`src/rtl/lsu_pkg.sv`:
```
// rtl/lsu_pkg.sv - shared constants and types for the load/store sequencer
//
// Purpose: funct3 encodings, sequencer state enum, strobe width and the
//          funct3 legality helper used by lsu_ctrl and load_extend.
// Ports:   none (package).
package lsu_pkg;

    localparam logic [2:0] F3_B  = 3'b000;
    localparam logic [2:0] F3_H  = 3'b001;
    localparam logic [2:0] F3_W  = 3'b010;
    localparam logic [2:0] F3_BU = 3'b100;
    localparam logic [2:0] F3_HU = 3'b101;

    localparam int STRB_W = 4;

    typedef enum logic [1:0] {
        IDLE = 2'b00,
        REQ  = 2'b01,
        DONE = 2'b10
    } state_t;

    // Unsigned variants only make sense for loads, so they are illegal with we=1.
    function automatic logic f3_illegal(input logic [2:0] f3, input logic w);
        case (f3)
            F3_B, F3_H, F3_W: return 1'b0;
            F3_BU, F3_HU:     return w;
            default:          return 1'b1;
        endcase
    endfunction

endpackage

```
`src/rtl/lsu_ctrl_load_extend.sv`:
```
// rtl/lsu_ctrl_load_extend.sv - load lane select and sign/zero extension
//
// Purpose: picks the addressed byte/half out of the bus word and extends it.
// Ports:   funct3    in  3   access size/sign
//          addr      in  2   low byte-address bits
//          mem_rdata in  32  raw bus word
//          result    out 32  extended load value
module load_extend
    import lsu_pkg::*;
(
    input  logic [2:0]  funct3,
    input  logic [1:0]  addr,
    input  logic [31:0] mem_rdata,
    output logic [31:0] result
);

    logic [7:0]  lane_b;
    logic [15:0] lane_h;

    always_comb begin
        lane_b = mem_rdata[{addr, 3'b000} +: 8];
        lane_h = addr[1] ? mem_rdata[31:16] : mem_rdata[15:0];
        case (funct3)
            F3_B:    result = {{24{lane_b[7]}}, lane_b};
            F3_H:    result = {{16{lane_h[15]}}, lane_h};
            F3_BU:   result = {24'h0, lane_b};
            F3_HU:   result = {16'h0, lane_h};
            default: result = mem_rdata;
        endcase
    end

endmodule

```
`src/rtl/lsu_ctrl.sv`:
```
// rtl/lsu_ctrl.sv - load/store sequencer between core memory stage and data bus
//
// Purpose: sequences one load/store per request over a valid/ready bus,
//          stalls the core while in flight, builds strobes/replicated store
//          data, extends load data, and flags illegal funct3 or bus timeout.
//          Optional macro MISALIGN_TRAP_EN traps misaligned half/word accesses.
// Ports:   clk, reset (async, active-high)
//          req, we, funct3[2:0], addr[31:0], wdata[31:0]   core request
//          stall, done, rdata[31:0], err, misalign          core response
//          mem_valid, mem_ready, mem_we, mem_addr[31:0],
//          mem_wstrb[3:0], mem_wdata[31:0], mem_rdata[31:0] data bus
module lsu_ctrl
    import lsu_pkg::*;
#(
    parameter int TIMEOUT = 255
) (
    input  logic              clk,
    input  logic              reset,
    input  logic              req,
    input  logic              we,
    input  logic [2:0]        funct3,
    input  logic [31:0]       addr,
    input  logic [31:0]       wdata,
    output logic              stall,
    output logic              done,
    output logic [31:0]       rdata,
    output logic              err,
    output logic              misalign,
    output logic              mem_valid,
    input  logic              mem_ready,
    output logic              mem_we,
    output logic [31:0]       mem_addr,
    output logic [STRB_W-1:0] mem_wstrb,
    output logic [31:0]       mem_wdata,
    input  logic [31:0]       mem_rdata
);

    localparam int CW = $clog2(TIMEOUT + 1);

    state_t          state, state_nx;
    logic            we_q;
    logic [2:0]      f3_q;
    logic [31:0]     addr_q, wdata_q, rdata_q, ext;
    logic [CW-1:0]   cnt;
    logic            err_q, err_nx, mis_q, mis_nx;
    logic            bad_align, tmo, hs;
    logic [STRB_W-1:0] strb;

    load_extend u_ext (
        .funct3    (f3_q),
        .addr      (addr_q[1:0]),
        .mem_rdata (mem_rdata),
        .result    (ext)
    );

`ifdef MISALIGN_TRAP_EN
    assign bad_align = (((funct3 == F3_H) || (funct3 == F3_HU)) && addr[0])
                     || ((funct3 == F3_W) && (addr[1:0] != 2'b00));
`else
    assign bad_align = 1'b0;
`endif

    // mem_valid is purely a decode of state so an async reset drops it at once.
    assign tmo       = (cnt == CW'(TIMEOUT));
    assign mem_valid = (state == REQ) && !tmo;
    assign hs        = mem_valid && mem_ready;

    always_comb begin
        state_nx = state;
        err_nx   = 1'b0;
        mis_nx   = 1'b0;
        case (state)
            IDLE: begin
                if (req) begin
                    if (f3_illegal(funct3, we)) begin
                        state_nx = DONE;
                        err_nx   = 1'b1;
                    end else if (bad_align) begin
                        state_nx = DONE;
                        mis_nx   = 1'b1;
                    end else begin
                        state_nx = REQ;
                    end
                end
            end
            REQ: begin
                if (hs) begin
                    state_nx = DONE;
                end else if (tmo) begin
                    state_nx = DONE;
                    err_nx   = 1'b1;
                end
            end
            DONE:    state_nx = IDLE;
            default: state_nx = IDLE;
        endcase
    end

    always_ff @(posedge clk or posedge reset) begin
        if (reset) begin
            state   <= IDLE;
            we_q    <= 1'b0;
            f3_q    <= 3'b000;
            addr_q  <= 32'h0;
            wdata_q <= 32'h0;
            rdata_q <= 32'h0;
            cnt     <= '0;
            err_q   <= 1'b0;
            mis_q   <= 1'b0;
        end else begin
            state <= state_nx;
            err_q <= err_nx;
            mis_q <= mis_nx;
            if (state == IDLE && req) begin
                we_q    <= we;
                f3_q    <= funct3;
                addr_q  <= addr;
                wdata_q <= wdata;
            end
            if (state == REQ && !hs && !tmo) begin
                cnt <= cnt + 1'b1;
            end else begin
                cnt <= '0;
            end
            // Only a completed load returns data; every other path into DONE reports zero.
            if (state_nx == DONE) begin
                rdata_q <= (hs && !we_q) ? ext : 32'h0;
            end
        end
    end

    always_comb begin
        case (f3_q[1:0])
            2'b00: begin
                strb      = 4'b0001 << addr_q[1:0];
                mem_wdata = {4{wdata_q[7:0]}};
            end
            2'b01: begin
                strb      = addr_q[1] ? 4'b1100 : 4'b0011;
                mem_wdata = {2{wdata_q[15:0]}};
            end
            default: begin
                strb      = 4'b1111;
                mem_wdata = wdata_q;
            end
        endcase
    end

    assign mem_we    = (state == REQ) && we_q;
    assign mem_wstrb = mem_we ? strb : '0;
    assign mem_addr  = {addr_q[31:2], 2'b00};
    assign done      = (state == DONE);
    assign stall     = ((state == IDLE) && req) || (state == REQ);
    assign rdata     = rdata_q;
    assign err       = err_q;
    assign misalign  = mis_q;

endmodule

```
`config.mk`:
```
export PLATFORM = sky130hd
export DESIGN_NAME = lsu_ctrl
export DESIGN_NICKNAME = d
export VERILOG_FILES = /design/src/rtl/lsu_pkg.sv /design/src/rtl/lsu_ctrl_load_extend.sv /design/src/rtl/lsu_ctrl.sv
export SDC_FILE = /design/constraint.sdc
export NUM_CORES = 1
export LEC_CHECK = 0
export BUFFER_PORTS_ARGS = -buffer_cell sky130_fd_sc_hd__buf_2
export CAP_MARGIN = 20
export CORE_ASPECT_RATIO = 1.4
export CORE_MARGIN = 2
export CORE_UTILIZATION = 54
export CTS_CLUSTER_SIZE = 30
export DETAILED_ROUTE_END_ITERATION = 12
export MAX_ROUTING_LAYER = met4
export PLACE_DENSITY = 0.94
export SYNTH_ARGS = -nofsm -noshare
export SYNTH_HDL_FRONTEND = slang
export SYNTH_HIERARCHICAL = 1
export SYNTH_SLANG_ARGS = --single-unit
```
`constraint.sdc`:
```
create_clock -name clk -period 7 [get_ports clk]
set_input_delay 1.4 -clock clk [delete_from_list [all_inputs] [get_ports clk]]
set_output_delay 1.4 -clock clk [all_outputs]
set_load 0.02 [all_outputs]
```
==> summary.md, run 1 <==
| Metric | Value |
|---|---|
| Worst hold path class | reg -> reg |
| # DRC | 0 |
| CTS tree | yes |
| Design Area, Final | 0.00683 mm2 |
| Initial antenna violation count | 0 |
| IO buf count | 206 |
| Die area | 0.0115 mm2 |
| Global route overflow | 0 |
| Starting density of the core | 55.6% |
| Critical path arrival | 2.53 ns |
| Resize count post-CTS | 0 |
| FMAX | 254 MHz |
| Worst r2r src | addr_q[1] |
| DR WL/cell | 15.7 um |
| CTS clk-pin slew, worst paths | 0.07 ns |
| Pre-CTS setup slack | 3.08 ns |
| Vias per cell | 5.40 |
| CP Launch Type | input port |
| Fin nets | 882 |
| Metal1 wirelength | 5520 um |
| Routed wl met3 | 951 um |
| Aggregate negative setup slack | 0 ns |
| Largest stage delay, worst path | 0.63 ns |
| Vias | 4,968 |
| Hold buffers post-CTS | 0 |
| Reg2Reg Depth | 4 |
| Leakage power | 3.82 nW |
| Final hold vios | 0 |
| H-tree depth | 3 |
| Min Tclk post-route | 3.93 ns |
| CTS Buf Count | 9 |
| Power Density | 404 mW/mm2 |
| Io pins | 210 |
| R2r endpoint | rdata[8] |
| Tcrit/Tclk final | 56.2% |
| Number of synthesized flops with an enable pin | 0 |
| Area Growth Syn to Fin | 18.7% |
| Seq cells post-synth | 111 |
| Clock skew | 0.00527 ns |
| Final RePlAce weighted congestion | 0.861 |
| Clk buf depth | 2 |
| Rows | 44 |
| CP Cell Sequence | buf_2 > and2_4 > or2_2 > buf_2 |
| Post-CTS setup buffer count | 0 |
| Vert. Die Dim | 126 um |
| HP Start | addr_q[17] |
| Maxcap violations | 0 |
| Fillers | 818 |
| Pin count of the biggest net entering global routing | 75 |
| Seq/Total Area, Yosys | 48.3% |
| Root Buffer | clkbuf_16 |
| Total Routing Usage GR | 26.5% |
| DP Area | 0.00648 mm2 |
| Layout cell share with drive strength beyond 1 | 33.1% |
| Hold path depth | 2 |
| FF-to-FF setup slack | 4.56 ns |
| Slew HR | 40.2% |
| Post-Synthesis Cells | 632 |
| Antenna-violating nets left | 0 |
| Synth warnings | 6 |
| Cell variety after synth | 45 |
| Req. time, crit path | 5.60 ns |
| Clock sinks | 111 |
| Post-Synthesis Mean Instance Area | 9.10 um2 |
| Cell family with most CP delay | simple AND/OR/NAND/NOR gates |
| Wire length on met2 | 7590 um |
| Vias in the first global route | 4,909 |
| Worst path most repeated cell | buf_2 |
| Critical path class | in -> out |
| Worst Slack Setup Final | 3.07 ns |
| Design Power | 2.76 mW |
| Initial DRC count | 319 |
| CP max FO | 72 |
| CORE AREA | 0.0103 mm2 |
| Routed WL | 14,500 um |
| Post-DP HPWL | 10,300 um |
| Global-route wire length before repair | 23,600 um |
| Slew Limit Fails | 0 |
| Ys async rst share | 100% |
| Synth Cell Area | 0.00575 mm2 |
| Worst-skew pair later-pin latency | 0.34 ns |
| Status | finished, final reports clean |
| Max layer used | met4 |
| CP Capture Type | output port |
| Ys flop type | dfrtp_1 |
| Die outline width | 91.2 um |
| Actual slew at the worst max-slew pin | 0.896 ns |
| Hold Path Sink | addr_q[17] |
| Largest vdd supply drop | 0.000211 V |
| Post-Route Utilization | 66.0% |
| CP Buf/Inv Count | 2 |
| DRT Pass-1 Iters | 5 |
| # diodes | 0 |
| RSZ-0062 raised after global routing | false |
| Slowest stage cell, crit path | and2_4 |
| # setup viols final | 0 |
==> worst max-delay path by stage <==
stage / end / start / cells past startpoint
5_1_grt: stall / req / 4
3_3_place_gp: stall / req / 4
2_1_floorplan: addr_q[0] / reset / 1
6_report: stall / req / 4
4_1_cts: stall / req / 4
3_5_place_dp: stall / req / 4
==> kinds of logic (layout without fill, tap and decap cells) <==
kind of cell / after synthesis / after routing / share of synthesized area [%]
muxes: 40 / 40 / 7.57
DFF: 111 / 111 / 48.3
other: 1 / 3 / 0.0652
and+or+nand+nor: 304 / 304 / 22.4
buffers and inverters: 89 / 237 / 9.96
adders and majority gates: 1 / 1 / 0.217
xor gates and xnor gates: 6 / 6 / 0.913
AOI/OAI and AO/OA: 80 / 80 / 10.6
==> metal layers <==
metal | global-route usage, % | vias to the layer above
met1 | 31.4 | 2347
met3 | 3.89 | 33
li1 | - | 2326
met4 | 11.0 | 0
met5 | - | -
met2 | 45.2 | 262
==> tightest hold or removal path: stages, from the launching register on <==
cell and delay (ns):
dfrtp_1 0.34, nand2_1 0.05, nand2_1 0.05
==> synth_stat cells, types with 2 or more instances <==
master    number  area (um2)
o22a_1         8        70.1
buf_4         41         308
xor2_1         2        17.5
buf_1          4        15.0
nor2b_1        8        50.1
xnor2_1        4        35.0
a21oi_1       13        65.1
clkbuf_1      11        41.3
nand2b_1       4        25.0
nand3_1       20         100
o211ai_1       5        37.5
o21ai_0       12        60.1
nand2_1      237         890
dfrtp_1      111        2780
mux2i_1       21         210
inv_1         10        37.5
nand3b_1       9        67.6
buf_2         14        70.1
mux2_2        18         203
buf_6          9         101
a22o_1        33         289
nor2_1        15        56.3
==> final cells by class <==
class | instances | area (um2) | share of cell area [%]
clock buffers | 11 | 243 | 3.56
clock inverters | 5 | 104 | 1.52
inverters | 10 | 40.0 | 0.587
multi-input cells | 434 | 2410 | 35.3
flip-flops and latches | 111 | 2780 | 40.7
well taps | 138 | 173 | 2.53
repair buffers | 211 | 1080 | 15.8
==> placed cells by master, fill, tap and decap left out, types with 2 or more instances in the layout <==
| master | count |
|---|---|
| clkbuf_16 | 9 |
| mux2i_1 | 21 |
| xnor2_1 | 4 |
| buf_2 | 206 |
| nand3b_1 | 9 |
| inv_1 | 9 |
| a21oi_1 | 13 |
| o21ai_0 | 12 |
| nand2b_1 | 4 |
| nand2_1 | 236 |
| a22o_1 | 33 |
| o22a_1 | 8 |
| conb_1 | 3 |
| nor2b_1 | 8 |
| o211ai_1 | 5 |
| nor2_1 | 15 |
| nand3_1 | 20 |
| mux2_2 | 18 |
| bufinv_16 | 3 |
| xor2_1 | 2 |
| buf_4 | 4 |
| dfrtp_1 | 110 |
==> sequential cells by signal (all words and copies together), names as in the netlist <==
register / flops
wdata_q: 32
we_q: 1
f3_q: 3
state: 2
cnt: 8
rdata: 32
err: 1
addr_q: 32
==> power breakdown <==
part	internal (mW)	leakage [nW]	switching [mW]
combinational	0.444	2.23	0.740
sequential	0.835	1.42	0.157
clock	0.361	0.170	0.223
==> per-stage QoR <==
stage | std cells | hold WS [ns]
6_report | 920 | 0.473
5_1_grt | 920 | 0.498
4_1_cts | 920 | 0.475
3_5_place_dp | 904 | 0.457
3_3_place_gp | 903 | 0.453
2_1_floorplan | 634 | 0.440
Power figures use the tool's default switching activity.
==> inputs of run 2 (changes only) <==
ABC_AREA = 1   (was default)
CORE_UTILIZATION = 51   (was 54)
PLACE_DENSITY = 0.89   (was 0.94)
clock period = 3.65 ns   (was 7 ns; I/O delays follow)
==> run 2 against run 1 <==
Largest cell class unchanged. Cell count is 19% higher. Hold slack worse by 0.16 ns. Largest power group unchanged. Power increased by 90%. Clock power increased by 85%. Critical path depth unchanged. Worst setup slack worse by 2.1 ns. Flip-flop and latch count unchanged.
==> summary.md, run 2 <==
| Metric | Value |
|---|---|
| Yosys top cell area share | 44.7% (-3.6 points) |
| Final RePlAce weighted congestion | 0.996 (+16%) |
| DR WL/cell | 14.6 um (-7.2%) |
| Initial antenna violation count | 1 (+1) |
| Commonest non-fill, non-tap cells in the layout | nand2_1, buf_2, dfrtp_1, nand3_1, inv_1 |
| Hold buffers post-CTS | 0 (unchanged) |
| Worst hold path class | in -> async |
| Largest family of logic cells by synthesized area | simple AND/OR/NAND/NOR gates |
| Antenna-violating nets left | 0 (unchanged) |
| Resize count post-CTS | 0 (unchanged) |
| CP Cell Sequence | nor2_2 > nand2_1 > o211ai_1 > buf_2 |
| Die area | 0.0131 mm2 (+14%) |
| Fin nets | 1,043 (+18%) |
| Layout cell share with drive strength beyond 1 | 29.9% (-3.2 points) |
| Yosys top cell by area | dfrtp_1 |
| Post-Synthesis Cells | 795 (+26%) |
| CP Capture Type | output port |
| Synth area leaders | dfrtp_1, nand2_1, buf_4 |
| H-tree depth | 3 (unchanged) |
| Number of synthesized flops with an enable pin | 0 (unchanged) |
| Cell variety after synth | 37 (-18%) |
| Synth Cell Area | 0.00621 mm2 (+8.0%) |
| Rows | 47 (+6.8%) |
| Io pins | 210 (unchanged) |
| Critical path arrival | 2.00 ns (-0.53 ns) |
| Leading cell type in the layout, fill and taps excluded | nand2_1 |
| Slowest stage cell, crit path | dfrtp_2 |
| # DRC | 0 (unchanged) |
| Pin count of the biggest net entering global routing | 52 (-31%) |
| Vias per cell | 5.20 (-3.7%) |
| Simple-Gate Fraction of Synth Area | 35.4% (+13 points) |
| Starting density of the core | 52.3% (-3.3 points) |
| Clock sinks | 111 (unchanged) |
| Post-synthesis xor/xnor area fraction | 0.705% (-0.21 points) |
| Aggregate negative setup slack | 0 ns (unchanged) |
| Global route overflow | 0 (unchanged) |
| Post-CTS setup buffer count | 0 (unchanged) |
| Vert. Die Dim | 135 um (+6.7%) |
| Die outline width | 97.3 um (+6.6%) |
| Tcrit/Tclk final | 74.8% |
| Complex-gate fraction of the synthesized area | 5.66% (-4.9 points) |
| Synth warnings | 6 (unchanged) |
| Mux cell area share after synthesis | 0% (-7.6 points) |
| Worst-skew pair later-pin latency | 0.34 ns (about the same) |
| Final hold vios | 0 (unchanged) |
| # setup viols final | 0 (unchanged) |
| Ys flop type | dfrtp_1 |
| Seq cells post-synth | 111 (unchanged) |
| CP Launch Type | register |
| DRT Pass-1 Iters | 5 (unchanged) |
| Largest stage delay, worst path | 0.59 ns (-0.04 ns) |
| Power Density | 725 mW/mm2 (+79%) |
| GRT Max-Usage Layer | met2 |
| Min Tclk post-route | 2.73 ns |
| Met2 Resource Use GR | 42.7% (-2.4 points) |
| Met3 usage | 4.30% (+0.41 points) |
| Synth top cells by count | nand2_1, dfrtp_1, nand3_1 |
| Clock skew | 0.0107 ns (+0.00544 ns) |
| Seq/Total Area, Yosys | 44.7% (-3.6 points) |
| Initial DRC count | 252 (-21%) |
| Req. time, crit path | 2.92 ns (-2.68 ns) |
| Root Buffer | clkbuf_16 |
| Leakage power | 4.20 nW (+9.9%) |
| Post-Synthesis Mean Instance Area | 7.82 um2 (-14%) |
| GRT met1 Usage | 28.5% (-2.9 points) |
| Cell with the most instances after synthesis | nand2_1 |
| Vias in the first global route | 5,272 (+7.4%) |
| Fillers | 1,081 (+32%) |
| RSZ-0062 raised after global routing | false |
| Slew Limit Fails | 0 (unchanged) |
| CP max FO | 28 (-61%) |
| Post-DP HPWL | 11,700 um (+14%) |
| Critical path class | reg -> out |
| Status | finished, final reports clean |
| Area Growth Syn to Fin | 16.5% |
| CTS Buf Count | 9 (unchanged) |
| Total Routing Usage GR | 24.6% (-1.9 points) |
| CTS tree | yes |
| FMAX | 366 MHz |
| Slew HR | 47.3% (+7.0 points) |
| CTS clk-pin slew, worst paths | 0.08 ns (about the same) |
| Routed WL | 15,900 um (+10%) |
| Ys async rst share | 100% (unchanged) |
| Largest vdd supply drop | 0.000379 V (+79%) |
| Post-Synth Adder-Cell Area | 0.201% (-0.016 points) |
| Maxcap violations | 0 (unchanged) |
| Global-route wire length before repair | 25,500 um (+8.1%) |
| Vias | 5,671 (+14%) |
| Design Area, Final | 0.00724 mm2 (+6.1%) |
| IO buf count | 206 (unchanged) |
| CORE AREA | 0.0119 mm2 (+15%) |
| DP Area | 0.00688 mm2 (+6.1%) |
| Actual slew at the worst max-slew pin | 0.791 ns (-0.105 ns) |
| Clk buf depth | 2 (unchanged) |
## run 2: worst max-delay path, delay by kind of cell, from the launching register on
kind / cells / cell delay, ns
flops: 1 / 0.59
buf+inv: 1 / 0.20
simple gates: 2 / 0.72
compound gates: 1 / 0.14
## run 2: stage by stage
stage	power [mW]	instances	setup WS [ns]	hold slack, ns	util, %
final	5.25	1091	0.918	0.309	61.0
after global routing	5.59	1091	0.718	0.302	61.0
after CTS	5.27	1088	0.914	0.472	60.6
after detailed placement	4.19	1072	1.10	0.454	57.9
after global placement	4.13	1072	1.17	0.447	57.9
after floorplan	3.70	797	1.36	0.433	-
## run 2: final timing paths
path	from	end	slack [ns]	depth (start not counted)
max	f3_q[1]	mem_wdata[24]	0.92	4
min	reset	addr_q[1]	0.31	2
max reg2reg	addr_q[1]	rdata[8]	1.52	7
min reg2reg	addr_q[27]	addr_q[27]	0.46	2
max in group asynchronous	reset	wdata_q[31]	2.51	4
min in group clk	addr_q[27]	addr_q[27]	0.46	2
## run 2: power breakdown
group | internal [mW] | switching [mW] | leakage (nW)
registers | 1.60 | 0.289 | 1.42
clock network | 0.612 | 0.468 | 0.164
logic | 0.744 | 1.54 | 2.61
total | 2.95 | 2.29 | 4.20
## run 2: kinds of logic (layout without fill, tap and decap cells)
| logic type | after synthesis | count (layout) |
|---|---|---|
| and+or+nand+nor | 479 | 479 |
| buffers and inverters | 137 | 283 |
| DFF | 111 | 111 |
| AOI/OAI and AO/OA | 61 | 61 |
| xor gates and xnor gates | 5 | 5 |
| adders and majority gates | 1 | 1 |
| other | 1 | 4 |
## run 2: cell type report
cell class | count | area, um2 | share of cell area [%]
diodes | 1 | 2.50 | 0.0346
clock buffers | 9 | 225 | 3.11
clock inverters | 7 | 101 | 1.40
inverters | 51 | 203 | 2.80
multi-input cells | 549 | 2620 | 36.2
flip-flops and latches | 111 | 2780 | 38.4
well taps | 147 | 184 | 2.54
repair buffers | 216 | 1130 | 15.6
## run 2: metal layers
metal  vias up  routed length (um)
li1       2777                   -
met1      2616                6120
met2       234                8210
met3        44                1060
met4         0                 527
met5         -                   0
==> inputs of run 3 (changes only) <==
clock period = 2.6 ns   (was 3.65 ns; I/O delays follow)
==> run 3 against run 2 <==
Combinational power up 43%. Clock skew down 0.0038 ns. Register-to-register slack worse by 1.1 ns. Sequential share of layout area increased by 0.11 points.
==> summary.md, run 3 (same netlist as run 2, synthesis figures left out) <==
| Metric | Value |
|---|---|
| Power Density | 1010 mW/mm2 (+39%) |
| Min Tclk post-route | 2.37 ns |
| Inst Count DP | 1,073 (+0.093%) |
| R2r endpoint | rdata[24] |
| CP Cell Sequence | nor2_4 > inv_1 > nor2_1 > o31ai_1 > a21oi_1 > buf_2 |
| RSZ-0062 raised after global routing | false |
| Post-CTS setup buffer count | 0 (unchanged) |
| CP max FO | 3 (-89%) |
| Starting density of the core | 52.3% (unchanged) |
| Actual slew at the worst max-slew pin | 0.781 ns (-0.00978 ns) |
| CTS clk-pin slew, worst paths | 0.08 ns (about the same) |
| Aggregate negative setup slack | 0 ns (unchanged) |
| Critical path arrival | 1.85 ns (-0.15 ns) |
| Vias in the first global route | 5,521 (+4.7%) |
| Clock skew | 0.00690 ns (-0.00381 ns) |
| Slew Limit Fails | 0 (unchanged) |
| Clock sinks | 111 (unchanged) |
| Vias | 5,685 (+0.25%) |
| Initial DRC count | 222 (-12%) |
| Reg2Reg Depth | 7 (unchanged) |
| Critical path class | reg -> out |
| CTS tree | yes |
| DR WL/cell | 14.8 um (+1.2%) |
| Global-route wire length before repair | 26,100 um (+2.2%) |
| CP Launch Type | register |
| Rows | 47 (unchanged) |
| Maxcap violations | 0 (unchanged) |
| Layout cell share with drive strength beyond 1 | 29.7% (-0.18 points) |
| Global route overflow | 0 (unchanged) |
| Final hold vios | 0 (unchanged) |
| Req. time, crit path | 2.08 ns (-0.84 ns) |
| Hold buffers post-CTS | 0 (unchanged) |
| Design Power | 7.29 mW (+39%) |
| Final RePlAce weighted congestion | 0.982 (-1.3%) |
| Area Growth Syn to Fin | 16.2% |
| FF-to-FF setup slack | 0.47 ns (-1.05 ns) |
| H-tree depth | 3 (unchanged) |
| Die outline width | 97.3 um (unchanged) |
| Tcrit/Tclk final | 91.1% |
| FMAX | 422 MHz |
| Largest vdd supply drop | 0.000681 V (+80%) |
| Routed WL | 16,100 um (+0.99%) |
| IO buf count | 206 (unchanged) |
| Io pins | 210 (unchanged) |
| # diodes | 0 (-1) |
| Leakage power | 4.18 nW (-0.47%) |
| CORE AREA | 0.0119 mm2 (unchanged) |
| CP Capture Type | output port |
| Root Buffer | clkbuf_16 |
| Fin nets | 1,042 (-0.096%) |
| Initial antenna violation count | 0 (-1) |
| Vert. Die Dim | 135 um (unchanged) |
| Vias per cell | 5.22 (+0.43%) |
| Largest stage delay, worst path | 0.45 ns (-0.14 ns) |
| DRT Pass-1 Iters | 5 (unchanged) |
| Antenna-violating nets left | 0 (unchanged) |
| Total Routing Usage GR | 25.3% (+0.79 points) |
| Post-DP HPWL | 11,800 um (+1.2%) |
| # DRC | 0 (unchanged) |
| Slew HR | 47.9% (+0.65 points) |
| Worst r2r src | addr_q[1] |
| # setup viols final | 0 (unchanged) |
| Resize count post-CTS | 0 (unchanged) |
| Pin count of the biggest net entering global routing | 65 (+25%) |
| CTS Buf Count | 9 (unchanged) |
| Worst-skew pair later-pin latency | 0.34 ns (about the same) |
| Status | finished, final reports clean |
| Worst setup startpoint | state[1] |
| Slowest stage cell, crit path | dfrtp_1 |
| Worst hold path class | in -> async |
| Non-filler instance count after layout | 1,089 (-0.18%) |
| Commonest non-fill, non-tap cells in the layout | nand2_1, buf_2, dfrtp_1, nand3_1, inv_1 |
| Clk buf depth | 2 (unchanged) |
| Die area | 0.0131 mm2 (unchanged) |
| Leading cell type in the layout, fill and taps excluded | nand2_1 |
run 3: layer usage:
metal  vias to the layer above  part of all wire [%]  GRT usage (%)
met5                         -                     0              -
met4                         0                   3.7           12.4
met3                        47                   7.3           3.57
met2                       245                    51           42.5
met1                      2620                    38           30.2
li1                       2773                     -              -
run 3: worst max path at each step:
stage | to | slack, ns | cells past startpoint
global placement | rdata[15] | 0.59 | 7
floorplan | mem_wstrb[1] | 0.52 | 5
finish | mem_wstrb[3] | 0.23 | 6
CTS | mem_wdata[29] | 0.16 | 4
global route | mem_wstrb[3] | 0.07 | 6
detailed placement | rdata[24] | 0.51 | 7
run 3: layout make-up:
class / count / area, um2
well taps: 147 / 184
multi-input cells: 549 / 2630
clock buffers: 10 / 229
repair buffers: 215 / 1120
flip-flops and latches: 111 / 2780
inverters: 51 / 203
clock inverters: 6 / 77.6
fillers: 1102 / 4660
run 3: through the flow:
stage               cell area [um2]  util (%)  hold slack [ns]  setup slack [ns]
floorplan                      6220         -            0.433             0.523
global placement               6910      58.2            0.449             0.589
CTS                            7220      60.7            0.286             0.161
detailed placement             6910      58.2            0.453             0.509
global route                   7220      60.8            0.319            0.0733
finish                         7220      60.8            0.280             0.231
run 3: power by group:
part	internal [mW]	switching, mW
Sequential	2.24	0.375
Clock	0.766	0.660
Combinational	1.05	2.19
Total	4.06	3.23
run 3: critical path: cells and delay by family, from the launching register on:
| family | cells | cell delay [ns] |
|---|---|---|
| buffers and inverters | 2 | 0.28 |
| and+or+nand+nor | 2 | 0.43 |
| AOI/OAI and AO/OA | 2 | 0.34 |
| DFF | 1 | 0.45 |
